File: src/rtl/traffic_pkg.sv
// -----------------------------------------------------------------------------
// traffic_pkg
// Shared types and helpers for the two-road traffic-light phase sequencer.
//   phase_t      : phase encoding (also driven on the debug 'phase' output)
//   bcd_dur_t    : packed two-digit BCD duration {ten, unit}, legal 01..99
//   lamps_t      : NS/EW lamp pair, each {red, yellow, green} one-hot
//   next_phase   : cycle order NS_G -> NS_Y -> AR1 -> EW_G -> EW_Y -> AR2 -> NS_G
//   phase_lamps  : lamp pattern shown in a given phase
//   phase_legal  : false for the one unused encoding
// -----------------------------------------------------------------------------
package traffic_pkg;

    typedef enum logic [2:0] {
        INIT = 3'd0,
        NS_G = 3'd1,
        NS_Y = 3'd2,
        AR1  = 3'd3,
        EW_G = 3'd4,
        EW_Y = 3'd5,
        AR2  = 3'd6
    } phase_t;

    typedef logic [7:0] bcd_dur_t;

    typedef struct packed {
        logic [2:0] ns;
        logic [2:0] ew;
    } lamps_t;

    localparam logic [2:0] LAMP_R = 3'b100;
    localparam logic [2:0] LAMP_Y = 3'b010;
    localparam logic [2:0] LAMP_G = 3'b001;

    // INIT leaves on the first tick into NS_G; an unused encoding maps to
    // INIT so the caller never loads a bogus phase.
    function automatic phase_t next_phase(input phase_t p);
        case (p)
            INIT:    return NS_G;
            NS_G:    return NS_Y;
            NS_Y:    return AR1;
            AR1:     return EW_G;
            EW_G:    return EW_Y;
            EW_Y:    return AR2;
            AR2:     return NS_G;
            default: return INIT;
        endcase
    endfunction

    // Every pattern keeps at least one road on red.
    function automatic lamps_t phase_lamps(input phase_t p);
        case (p)
            NS_G:    return '{ns: LAMP_G, ew: LAMP_R};
            NS_Y:    return '{ns: LAMP_Y, ew: LAMP_R};
            EW_G:    return '{ns: LAMP_R, ew: LAMP_G};
            EW_Y:    return '{ns: LAMP_R, ew: LAMP_Y};
            default: return '{ns: LAMP_R, ew: LAMP_R};
        endcase
    endfunction

    function automatic logic phase_legal(input logic [2:0] p);
        return p != 3'd7;
    endfunction

endpackage

File: src/rtl/traffic_phase_sequencer_prescaler.sv
// -----------------------------------------------------------------------------
// tick_prescaler
// Divides clk down to a one-cycle tick every TICK_DIV cycles of run=1.
// The count freezes while run=0 and resumes from the held value, so pausing
// never shortens or lengthens the interval between ticks.
//   clk     : system clock
//   reset_n : asynchronous active-low reset (count -> 0)
//   run     : count enable
//   tick    : high for the single cycle where count == TICK_DIV-1 and run=1
// -----------------------------------------------------------------------------
module tick_prescaler #(
    parameter int unsigned TICK_DIV = 50000000   // >= 2
) (
    input  logic clk,
    input  logic reset_n,
    input  logic run,
    output logic tick
);

    localparam int CW = (TICK_DIV > 2) ? $clog2(TICK_DIV) : 1;
    localparam logic [CW-1:0] LAST = CW'(TICK_DIV - 1);

    logic [CW-1:0] count;

    assign tick = run && (count == LAST);

    always_ff @(posedge clk or negedge reset_n) begin
        // NOTE: sequential state uses non-blocking assignments so every flop
        // samples pre-edge values regardless of block ordering.
        if (!reset_n) begin
            count <= '0;
        end else if (run) begin
            count <= (count == LAST) ? '0 : count + 1'b1;
        end
    end

endmodule

File: src/rtl/traffic_phase_sequencer.sv
// -----------------------------------------------------------------------------
// traffic_phase_sequencer
// Master-side controller for a two-digit BCD countdown counter. Issues the
// counter's enable tick, supplies its reload value, and steps a two-road
// traffic-light cycle each time the counter expires.
//   clk        : system clock
//   reset_n    : asynchronous active-low reset (INIT, both roads red)
//   run        : 1 = advance, 0 = freeze (no ticks, state held)
//   cnt_done   : counter shows 01
//   cnt_enable : one-clk tick to the counter enable
//   val_ten    : reload tens digit
//   val_unit   : reload units digit
//   ns_lamp    : north-south {red,yellow,green}
//   ew_lamp    : east-west {red,yellow,green}
//   phase      : current phase encoding
// -----------------------------------------------------------------------------
module traffic_phase_sequencer
    import traffic_pkg::*;
#(
    parameter int unsigned TICK_DIV = 50000000,
    parameter bcd_dur_t    NS_GRN_T = 8'h25,
    parameter bcd_dur_t    NS_YEL_T = 8'h03,
    parameter bcd_dur_t    EW_GRN_T = 8'h20,
    parameter bcd_dur_t    EW_YEL_T = 8'h03,
    parameter bcd_dur_t    ALLRED_T = 8'h02
) (
    input  logic       clk,
    input  logic       reset_n,
    input  logic       run,
    input  logic       cnt_done,
    output logic       cnt_enable,
    output logic [3:0] val_ten,
    output logic [3:0] val_unit,
    output logic [2:0] ns_lamp,
    output logic [2:0] ew_lamp,
    output logic [2:0] phase
);

    phase_t   state;
    phase_t   nxt;
    lamps_t   lamps_next;
    bcd_dur_t reload;
    logic     advance;

    tick_prescaler #(
        .TICK_DIV (TICK_DIV)
    ) u_prescaler (
        .clk     (clk),
        .reset_n (reset_n),
        .run     (run),
        .tick    (cnt_enable)
    );

    assign nxt        = next_phase(state);
    assign lamps_next = phase_lamps(nxt);

    // The counter starts blank, so INIT leaves on the first tick alone; every
    // other phase leaves on the tick that finds the counter at 01, which is
    // the same edge on which the counter reloads.
    assign advance = cnt_enable & ((state == INIT) | cnt_done);

    // Offer the length of the phase we are about to enter, so the counter
    // picks up the new duration exactly at the boundary. In INIT this is the
    // NS green length, consumed by the counter's first load.
    always_comb begin
        // NOTE: assign a default before the case so no path leaves reload
        // unassigned, which would infer a latch.
        reload = NS_GRN_T;
        case (nxt)
            NS_Y:     reload = NS_YEL_T;
            AR1, AR2: reload = ALLRED_T;
            EW_G:     reload = EW_GRN_T;
            EW_Y:     reload = EW_YEL_T;
            default:  reload = NS_GRN_T;
        endcase
    end

    assign val_ten  = reload[7:4];
    assign val_unit = reload[3:0];

    always_ff @(posedge clk or negedge reset_n) begin
        if (!reset_n) begin
            state   <= INIT;
            ns_lamp <= LAMP_R;
            ew_lamp <= LAMP_R;
        end else if (!phase_legal(state)) begin
            state   <= INIT;
            ns_lamp <= LAMP_R;
            ew_lamp <= LAMP_R;
        end else if (advance) begin
            state   <= nxt;
            ns_lamp <= lamps_next.ns;
            ew_lamp <= lamps_next.ew;
        end
    end

    assign phase = state;

endmodule

File: config.mk
export PLATFORM = sky130hd
export DESIGN_NAME = traffic_phase_sequencer
export DESIGN_NICKNAME = d
export VERILOG_FILES = /design/src/rtl/traffic_pkg.sv /design/src/rtl/traffic_phase_sequencer_prescaler.sv /design/src/rtl/traffic_phase_sequencer.sv
export SDC_FILE = /design/constraint.sdc
export NUM_CORES = 1
export LEC_CHECK = 0
export BUFFER_PORTS_ARGS = -buffer_cell sky130_fd_sc_hd__buf_2
export CELL_PAD_IN_SITES_DETAIL_PLACEMENT = 1
export CELL_PAD_IN_SITES_GLOBAL_PLACEMENT = 2
export CORE_MARGIN = 5
export CORE_UTILIZATION = 34
export CTS_BUF_LIST = sky130_fd_sc_hd__clkbuf_2 sky130_fd_sc_hd__clkbuf_4 sky130_fd_sc_hd__clkbuf_8
export CTS_CLUSTER_DIAMETER = 40
export CTS_CLUSTER_SIZE = 14
export DETAILED_ROUTE_END_ITERATION = 12
export PLACE_DENSITY_LB_ADDON = 0.1
export SETUP_SLACK_MARGIN = 0.3
export SLEW_MARGIN = 15
export SYNTH_ARGS = -nofsm -noshare
export SYNTH_HDL_FRONTEND = slang
export SYNTH_SLANG_ARGS = --single-unit
File: constraint.sdc
create_clock -name clk -period 2.1 [get_ports clk]
set_input_delay 0.21 -clock clk [delete_from_list [all_inputs] [get_ports clk]]
set_output_delay 0.21 -clock clk [all_outputs]
set_load 0.05 [all_outputs]
# Yosys cells after proc, flatten, opt, wreduce, memory -nomap -nowiden
# Index checks and enable logic that the tools add are counted.
# Widths: inputs -> output; s select.
# totals
register_bits	35
latch_bits	0
ramBits	0
mem_bits_ro	0
input_bits	4
out_inout_bits	18
memories	0
# classes
add_sub_neg	1
mul	0
div_mod_pow	0
order_cmp	0
n_eq_ne	15
shift	0
mux	10
n_bitwise	2
n_reduce_logical	5
# ops
cell	count
$add 26x1->26 const B	1
$eq 26x26->1 const B	1
$mux 26	1
$pmux 6 s4	1
$eq 3x3->1 const B	6
$mux 3	6
$pmux 3 s6	1
$pmux 6 s3	1
$eq 3x2->1 const B	4
$eq 3x1->1 const B	2
$reduce_or 2->1	3
$logic_not 3->1	1
$ne 3x3->1 const B	1
$ne 2x2->1 const B	1
$and 1x1->1	1
$logic_and 1x1->1	1
$or 1x1->1	1

# Logic depth before layout (Yosys ltp)
# Gate-level depths: netlist of the first run.
# logic_depth
word_depth	7
depth_mapped	6
mapped_depth_nobuf	6

# By module
# Synthesis of the first run repeated with hierarchy kept, for this count alone.
# unflattened
cells_unflattened	212
hier_area_um2	2033.2
# by_module_without_submodules
mod	n_inst	cells_per_inst	area_each_um2	seq_area_each_um2
tick_prescaler	1	139	1391.3	650.6
traffic_phase_sequencer	1	73	641.9	227.7

# Worst setup path before layout of the first run
# No wires, ideal clock.
# synth_timing
path_type	reg2out
start	register state[0] (netlist: phase[0])
end	output port val_unit[1]
arrival_time_ns	2.482
path_slack_ns	-0.592
path_stages_with_launch	5
cell_sequence	dfrtp_1 > clkbuf_1 > nor2_1 > xnor2_1 > inv_1
# synth_via
elab_chain_cells	6
# synth_lines
item	line_no	text
start, declared	traffic_phase_sequencer.sv:39	phase_t state;
start signal, assigned	traffic_phase_sequencer.sv:91	state <= nxt;
$eq 3x3->1 or $logic_not 3->1 (tied branches)	traffic_pkg.sv:37	case (p)
$reduce_or 2->1 (no source line)	-	
$pmux 3 s6 (*)	traffic_pkg.sv:37	
$eq 3x3->1 or $eq 3x2->1 (tied branches)	traffic_phase_sequencer.sv:69	case (nxt)
$reduce_or 2->1 (on tied branches)	-	
$pmux 6 s3 (*)	traffic_phase_sequencer.sv:69	
end, declared	traffic_phase_sequencer.sv:33	output logic [3:0] val_unit,
# Mark *: on every way between the ends. The rest lies on a longest branch, timed or not.

# Worst setup path after layout of the first run
# layout_timing
start	register u_prescaler.count[3]
end	output port cnt_enable
# layout_via
elab_chain_cells	2
# layout_lines
item	line_no	text
start, declared	traffic_phase_sequencer_prescaler.sv:23	logic [CW-1:0] count;
start signal, assigned	traffic_phase_sequencer_prescaler.sv:33	count <= (count == LAST) ? '0 : count + 1'b1;
$eq 26x26->1	traffic_phase_sequencer_prescaler.sv:25	assign tick = run && (count == LAST);
$logic_and 1x1->1	traffic_phase_sequencer_prescaler.sv:25	
end, declared	traffic_phase_sequencer.sv:31	output logic cnt_enable,
# No other way between the ends.

==> results of run 1 <==
[how the worst max path moves through the flow]
stage / cells past startpoint / endpoint
4_1_cts: 7 / ew_lamp[2]
2_1_floorplan: 4 / val_unit[1]
5_1_grt: 4 / cnt_enable
6_report: 4 / cnt_enable
3_5_place_dp: 5 / ew_lamp[2]
3_3_place_gp: 5 / ew_lamp[2]
[critical path, cell delays in order, from the launching register on]
cell and delay (ns):
dfrtp_1 0.42, and4_4 0.29, nand2_4 0.12, nor4_4 0.34, buf_6 0.21
[power breakdown]
group / switching [mW] / internal (mW)
registers: 0.0513 / 0.724
clock network: 0.241 / 0.257
logic: 0.108 / 0.108
[timing repair]
item | in CTS | in global routing
pin swaps | 11 | 6
setup buffers | 10 | 15
gates resized for setup | 15 | 29
cloned | 0 | 0
setup endpoints to repair | 11 | 31
[area by class of cell]
type / count / area, um2
Clock buffer: 6 / 82.6
Inverter: 7 / 30.0
Clock inverter: 1 / 5.00
Sequential cell: 35 / 890
Tap cell: 75 / 93.8
Timing Repair Buffer: 53 / 388
Fill cell: 675 / 3120
Multi-Input combinational cell: 169 / 1280
[kinds of logic (layout without fill, tap and decap cells)]
group | Yosys count | in the layout | share of synthesized area
muxes | 1 | 1 | 0.00491
other | 1 | 4 | 0.00184
xor gates and xnor gates | 24 | 24 | 0.103
adders and majority gates | 3 | 3 | 0.0160
AOI/OAI and AO/OA | 25 | 25 | 0.0786
and+or+nand+nor | 112 | 112 | 0.317
buffers and inverters | 19 | 67 | 0.0479
DFF | 35 | 35 | 0.431
[synth_stat cells (6+ instances only)]
master / instances
inv_1: 7
dfrtp_1: 33
nor4_1: 9
a21oi_1: 7
nand3_1: 13
nor3_1: 6
nand2_1: 22
xnor2_1: 20
nor2_1: 22
o21ai_0: 6
nand4_1: 6
[stage by stage]
stage	utilization	instance area (um2)	worst slack (ns)	hold slack, ns	power (mW)
after floorplan	-	2140	0.264	-0.0856	0.887
after global placement	0.392	2310	0.156	0.342	0.918
after detailed placement	0.392	2310	0.115	0.353	0.934
after CTS	0.430	2530	0.170	0.0463	1.46
after global routing	0.470	2770	0.110	0.0968	1.57
final	0.470	2770	0.217	0.0216	1.49
[sequential cells by signal, indices dropped and copies added, names as in the netlist]
| signal | count |
|---|---|
| ns_lamp | 3 |
| u_prescaler.count | 26 |
| ew_lamp | 3 |
| phase | 3 |
[layout by cell type (no fill, tap or decap), types with 3 or more instances in the layout]
master | synthesis | layout
buf_4 | 4 | 30
dfrtp_1 | 33 | 24
nand2_1 | 22 | 22
xnor2_1 | 20 | 19
nor2_1 | 22 | 16
buf_2 | 3 | 16
nand3_1 | 13 | 13
dfrtp_2 | 0 | 9
inv_1 | 7 | 6
a21oi_1 | 7 | 6
nand4_1 | 6 | 6
clkbuf_8 | 0 | 6
buf_6 | 1 | 6
nor4_4 | 1 | 5
nor4_2 | 1 | 5
o21ai_0 | 6 | 5
nand2b_1 | 4 | 4
nor3_1 | 6 | 4
nor2_2 | 0 | 4
xor2_1 | 4 | 4
conb_1 | 1 | 4
and3_1 | 4 | 3
nor2b_1 | 3 | 3
or3_1 | 3 | 3
[routing by layer]
layer  track usage  vias up  part of all wire
li1              -      866                 -
met1         0.206      884              0.44
met2         0.268       17              0.52
met3        0.0312        5             0.024
met4        0.0293        0            0.0076
met5             0        -                 0
==> out/qor.yml, run 1 <==
status:
  status: "complete, no violations"
grt:
  gr-total-overflow: 0
  grt_max_degree: 36
  grt_pass1_vias: 1818
  grt_pass1_wl_um: 9430
  antenna_found_initial: 0
  track_usage: 0.157
pwr:
  pwr_density_cell_mw_per_mm2: 538
  p_leak_nw: 1.19
  ir_drop_v: 0.000236
synth:
  synth.largest_area_cell: "dfrtp_1"
  synthArstFlopShare: 1.00
  ys.flop_type: "dfrtp_1"
  syn_area_mm2: 0.00204
  synth-seq-cells: 35
  synth_cell_types: 49
  ys_top_cells_by_area: "dfrtp_1 (41%), xnor2_1 (8.6%), nand2_1 (4.1%)"
  syn_inst: 220
  ys_seq_area_frac: 0.431
  synth_edf_count: 0
  synth_area_per_cell_um2: 9.26
  synth_top_area_frac: 0.405
  synth_warnings: 0
clock_network:
  cts_buffers: 5
  cts_sinks: 35
  clk_pin_slew_ns: 0.07
  cts_root_buf: "clkbuf_8"
  ctsHoldBuffers: 0
  cts-htree-levels: 2
  tritoncts: "built"
  clockBufferDepth: 2
  clock_latency_ns: 0.28
finish:
  drive_above_1_share: 0.410
  instances_no_fill: 346
  layout.nets: 276
  num_antenna_cells: 0
  areaGrowthSynthToFinish_pct: 35.7
worst_hold_path:
  hp-class: "in -> async"
sta:
  max_freq_mhz: 531
  setup_violations: 0
  fin_setup_tns_ns: 0
  worstMarginPinSlew_ns: 0.819
  maxSlewViolCount: 0
  fin_crit_ns: 1.88
  fin_crit_sh: 0.897
  clock_skew_ns: 0.00275
  slew_headroom: 0.454
  final_hold_viol_count: 0
  rsz0062_at_grt: "true"
route:
  dr.pass1.iters: 4
  vias: 1772
  drtIter0Drc: 39
  drc: 0
  via_per_inst: 5.12
  ant_nets: 0
  wirelength_um: 5700
  wl_per_cell_um: 16.5
setup_path:
  crit_type: "reg -> out"
  crit_fanout: 9
  arrival_ns: 1.67
  reg2reg_depth: 6
  r2r_setup_slack_ns: 0.23
  startpoint_type: "flip-flop"
  crit_required_ns: 1.89
  cp-startpoint: "u_prescaler.count[3]"
  end_kind: "primary output"
  r2r_start: "u_prescaler.count[7]"
  r2r-end: "ew_lamp[1]"
placed_design:
  dp.cells: 314
  hpwl_um: 3860
  gp_congestion: 0.838
  portBuffers: 17
die:
  coreArea_mm2: 0.00589
  io_pins: 22
  rows: 28
  die_h_um: 87.4
  start_util: 0.346
  die_w_um: 87.4
  die_area_mm2: 0.00764
flow_run:
  cap_violations: 0
Note: power is estimated with default switching activity, not from simulation.
==> inputs of run 2 (changes only) <==
PLACE_DENSITY = 0.79   (was not set)
PLACE_DENSITY_LB_ADDON = not set   (was 0.1)
==> run 2 against run 1 <==
Effect of this change:
- the run now ends with negative hold slack left
- cell area down 2.4%
- clock power rose by 28%
- final cell count shrank 1.7%
- count of clock-buffer cells in the layout rose by 1
- wire length decreased by 3.9%
- critical path depth stayed put
- global-route usage is 0.21 points lower
- highest routed layer unchanged
==> out/qor.yml, run 2 (synthesis gave the netlist of run 1 again) <==
grt:
  gr-total-overflow: 0  # unchanged
  track_usage: 0.155  # was 0.157
  grt_max_degree: 36  # unchanged
  antenna_found_initial: 0  # unchanged
  grt_pass1_vias: 1842  # was 1818
  grt_pass1_wl_um: 9160  # was 9430 um
route:
  wl_per_cell_um: 16.1  # was 16.5 um
  wirelength_um: 5480  # was 5700 um
  via_per_inst: 5.14  # was 5.12
  ant_nets: 0  # unchanged
  dr.pass1.iters: 4  # unchanged
  vias: 1749  # was 1772
  drc: 0  # unchanged
  drtIter0Drc: 52  # was 39
sta:
  maxSlewViolCount: 0  # unchanged
  worst_slack_ns: 0.221  # was 0.217 ns
  setup_violations: 0  # unchanged
  clock_skew_ns: 0.00988  # was 0.00275 ns
  whs_ns: -0.0137  # was 0.0216 ns
  slew_headroom: 0.466  # was 0.454
  final_hold_viol_count: 6  # was 0
  worstMarginPinSlew_ns: 0.801  # was 0.819 ns
  fin_crit_sh: 0.895  # was 0.897
  rsz0062_at_grt: "true"  # unchanged
  fin_setup_tns_ns: 0  # unchanged
  fin_crit_ns: 1.88  # about the same
  max_freq_mhz: 532  # was 531 MHz
setup_path:
  crit_type: "reg -> out"  # unchanged
  cpPeakStageDelay_ns: 0.47  # was 0.42 ns
  reg2reg_depth: 6  # unchanged
  cp_slowest_cell: "dfrtp_2"  # was dfrtp_1
  crit_fanout: 5  # was 9
  r2r-end: "phase[2]"  # was ew_lamp[1]
  end_kind: "primary output"  # unchanged
  crit_required_ns: 1.89  # about the same
  startpoint_type: "flip-flop"  # unchanged
  r2r_start: "u_prescaler.count[8]"  # was u_prescaler.count[7]
  path_cells: "nor4_4 > nand4_4 > nor4_4 > buf_6"  # was and4_4 > nand2_4 > nor4_4 > buf_6
  arrival_ns: 1.67  # about the same
  r2r_setup_slack_ns: 0.23  # about the same
  cp_common_cell: "nor4_4"
die:
  rows: 28  # unchanged
  coreArea_mm2: 0.00589  # unchanged
  die_h_um: 87.4  # unchanged
  io_pins: 22  # unchanged
  die_area_mm2: 0.00764  # unchanged
  die_w_um: 87.4  # unchanged
  start_util: 0.346  # unchanged
finish:
  layout_commonest_cell: "buf_4"  # unchanged
  layout_common_cells: "buf_4 (26), dfrtp_1 (24), nand2_1 (22)"  # was buf_4 (30), dfrtp_1 (24), nand2_1 (22)
  drive_above_1_share: 0.366  # was 0.410
  layout.nets: 269  # was 276
  largest-register: "u_prescaler.count"  # unchanged
  num_antenna_cells: 0  # unchanged
  design_area_mm2: 0.00270  # was 0.00277 mm2
  largest_register_ffs: 26  # unchanged
  areaGrowthSynthToFinish_pct: 32.5  # was 35.7%
pwr:
  pwr_density_cell_mw_per_mm2: 589  # was 538 mW/mm2
  p_leak_nw: 1.16  # was 1.19 nW
  ir_drop_v: 0.000429  # was 0.000236 V
status:
  violations: "negative hold slack"
  status: "finished with violations"  # was complete, no violations
clock_network:
  cts_buffers: 5  # unchanged
  cts_sinks: 35  # unchanged
  cts-htree-levels: 2  # unchanged
  cts_root_buf: "clkbuf_8"  # unchanged
  tritoncts: "built"  # unchanged
  clock_latency_ns: 0.30  # was 0.28 ns
  ctsHoldBuffers: 0  # unchanged
  clockBufferDepth: 2  # unchanged
  clk_pin_slew_ns: 0.07  # about the same
placed_design:
  place_ws_ns: 0.155  # was 0.115 ns
  gp_congestion: 0.739  # was 0.838
  hpwl_um: 3790  # was 3860 um
  postPlaceCellArea_mm2: 0.00234  # was 0.00231 mm2
  portBuffers: 17  # unchanged
worst_hold_path:
  hp-class: "in -> async"  # unchanged
flow_run:
  cap_violations: 0  # unchanged
run 2: cell types whose count changed in the layout (fill, tap and decap cells not counted), sizes merged:
cell / change
bufinv: +1
buf: -7
clkinv: -1
clkbuf: +1
run 2: worst max path at each step:
stage,start,to,cells after the start
final,u_prescaler.count[8],cnt_enable,4
after global routing,u_prescaler.count[0],cnt_enable,5
after CTS,u_prescaler.count[0],cnt_enable,5
after detailed placement,u_prescaler.count[2],u_prescaler.count[25],5
after global placement,u_prescaler.count[2],u_prescaler.count[25],5
after floorplan,phase[0],val_unit[1],4
run 2: metrics by stage:
stage / total power, mW / hold WS, ns / std cells / util
after detailed placement: 0.932 / 0.352 / 318 / 0.398
final: 1.59 / -0.0137 / 340 / 0.459
after CTS: 1.60 / 0.0287 / 334 / 0.436
after global routing: 1.66 / 0.0634 / 340 / 0.459
after floorplan: 0.887 / -0.0856 / 223 / -
after global placement: 0.924 / 0.351 / 318 / 0.398
run 2: worst max-delay path: cells and delay by family (launching register included):
family / cells / cell delay (ns)
buf+inv: 1 / 0.20
flops: 1 / 0.47
simple gates: 3 / 0.70
run 2: per-layer routing:
layer	vias up	GRT usage	routed length (um)
met1	861	0.201	2590
met5	-	0	0
met4	0	0.0502	85
met2	24	0.255	2640
met3	8	0.0312	168
li1	856	-	-
run 2: report_power, final:
part           total, mW  internal (mW)  switching, mW  leakage, nW
Combinational      0.181         0.0831         0.0974        0.644
Sequential         0.772          0.723         0.0490        0.457
Clock              0.637          0.381          0.255       0.0593
run 2: cell type report:
class | instances | area [um2]
clock buffer | 7 | 83.8
inverter | 7 | 30.0
fill | 697 | 3190
timing repair buffer | 46 | 329
sequential | 35 | 890
tap | 75 | 93.8
multi-input combinational | 169 | 1240
clock inverter | 1 | 30.0
run 2: timing repair:
item | CTS | global route
endpoints found under the hold margin | 0 | 0
endpoints found under the setup margin | 18 | 24
buffers inserted | 8 | 6
gates resized for setup | 11 | 18
pin swaps | 6 | 2
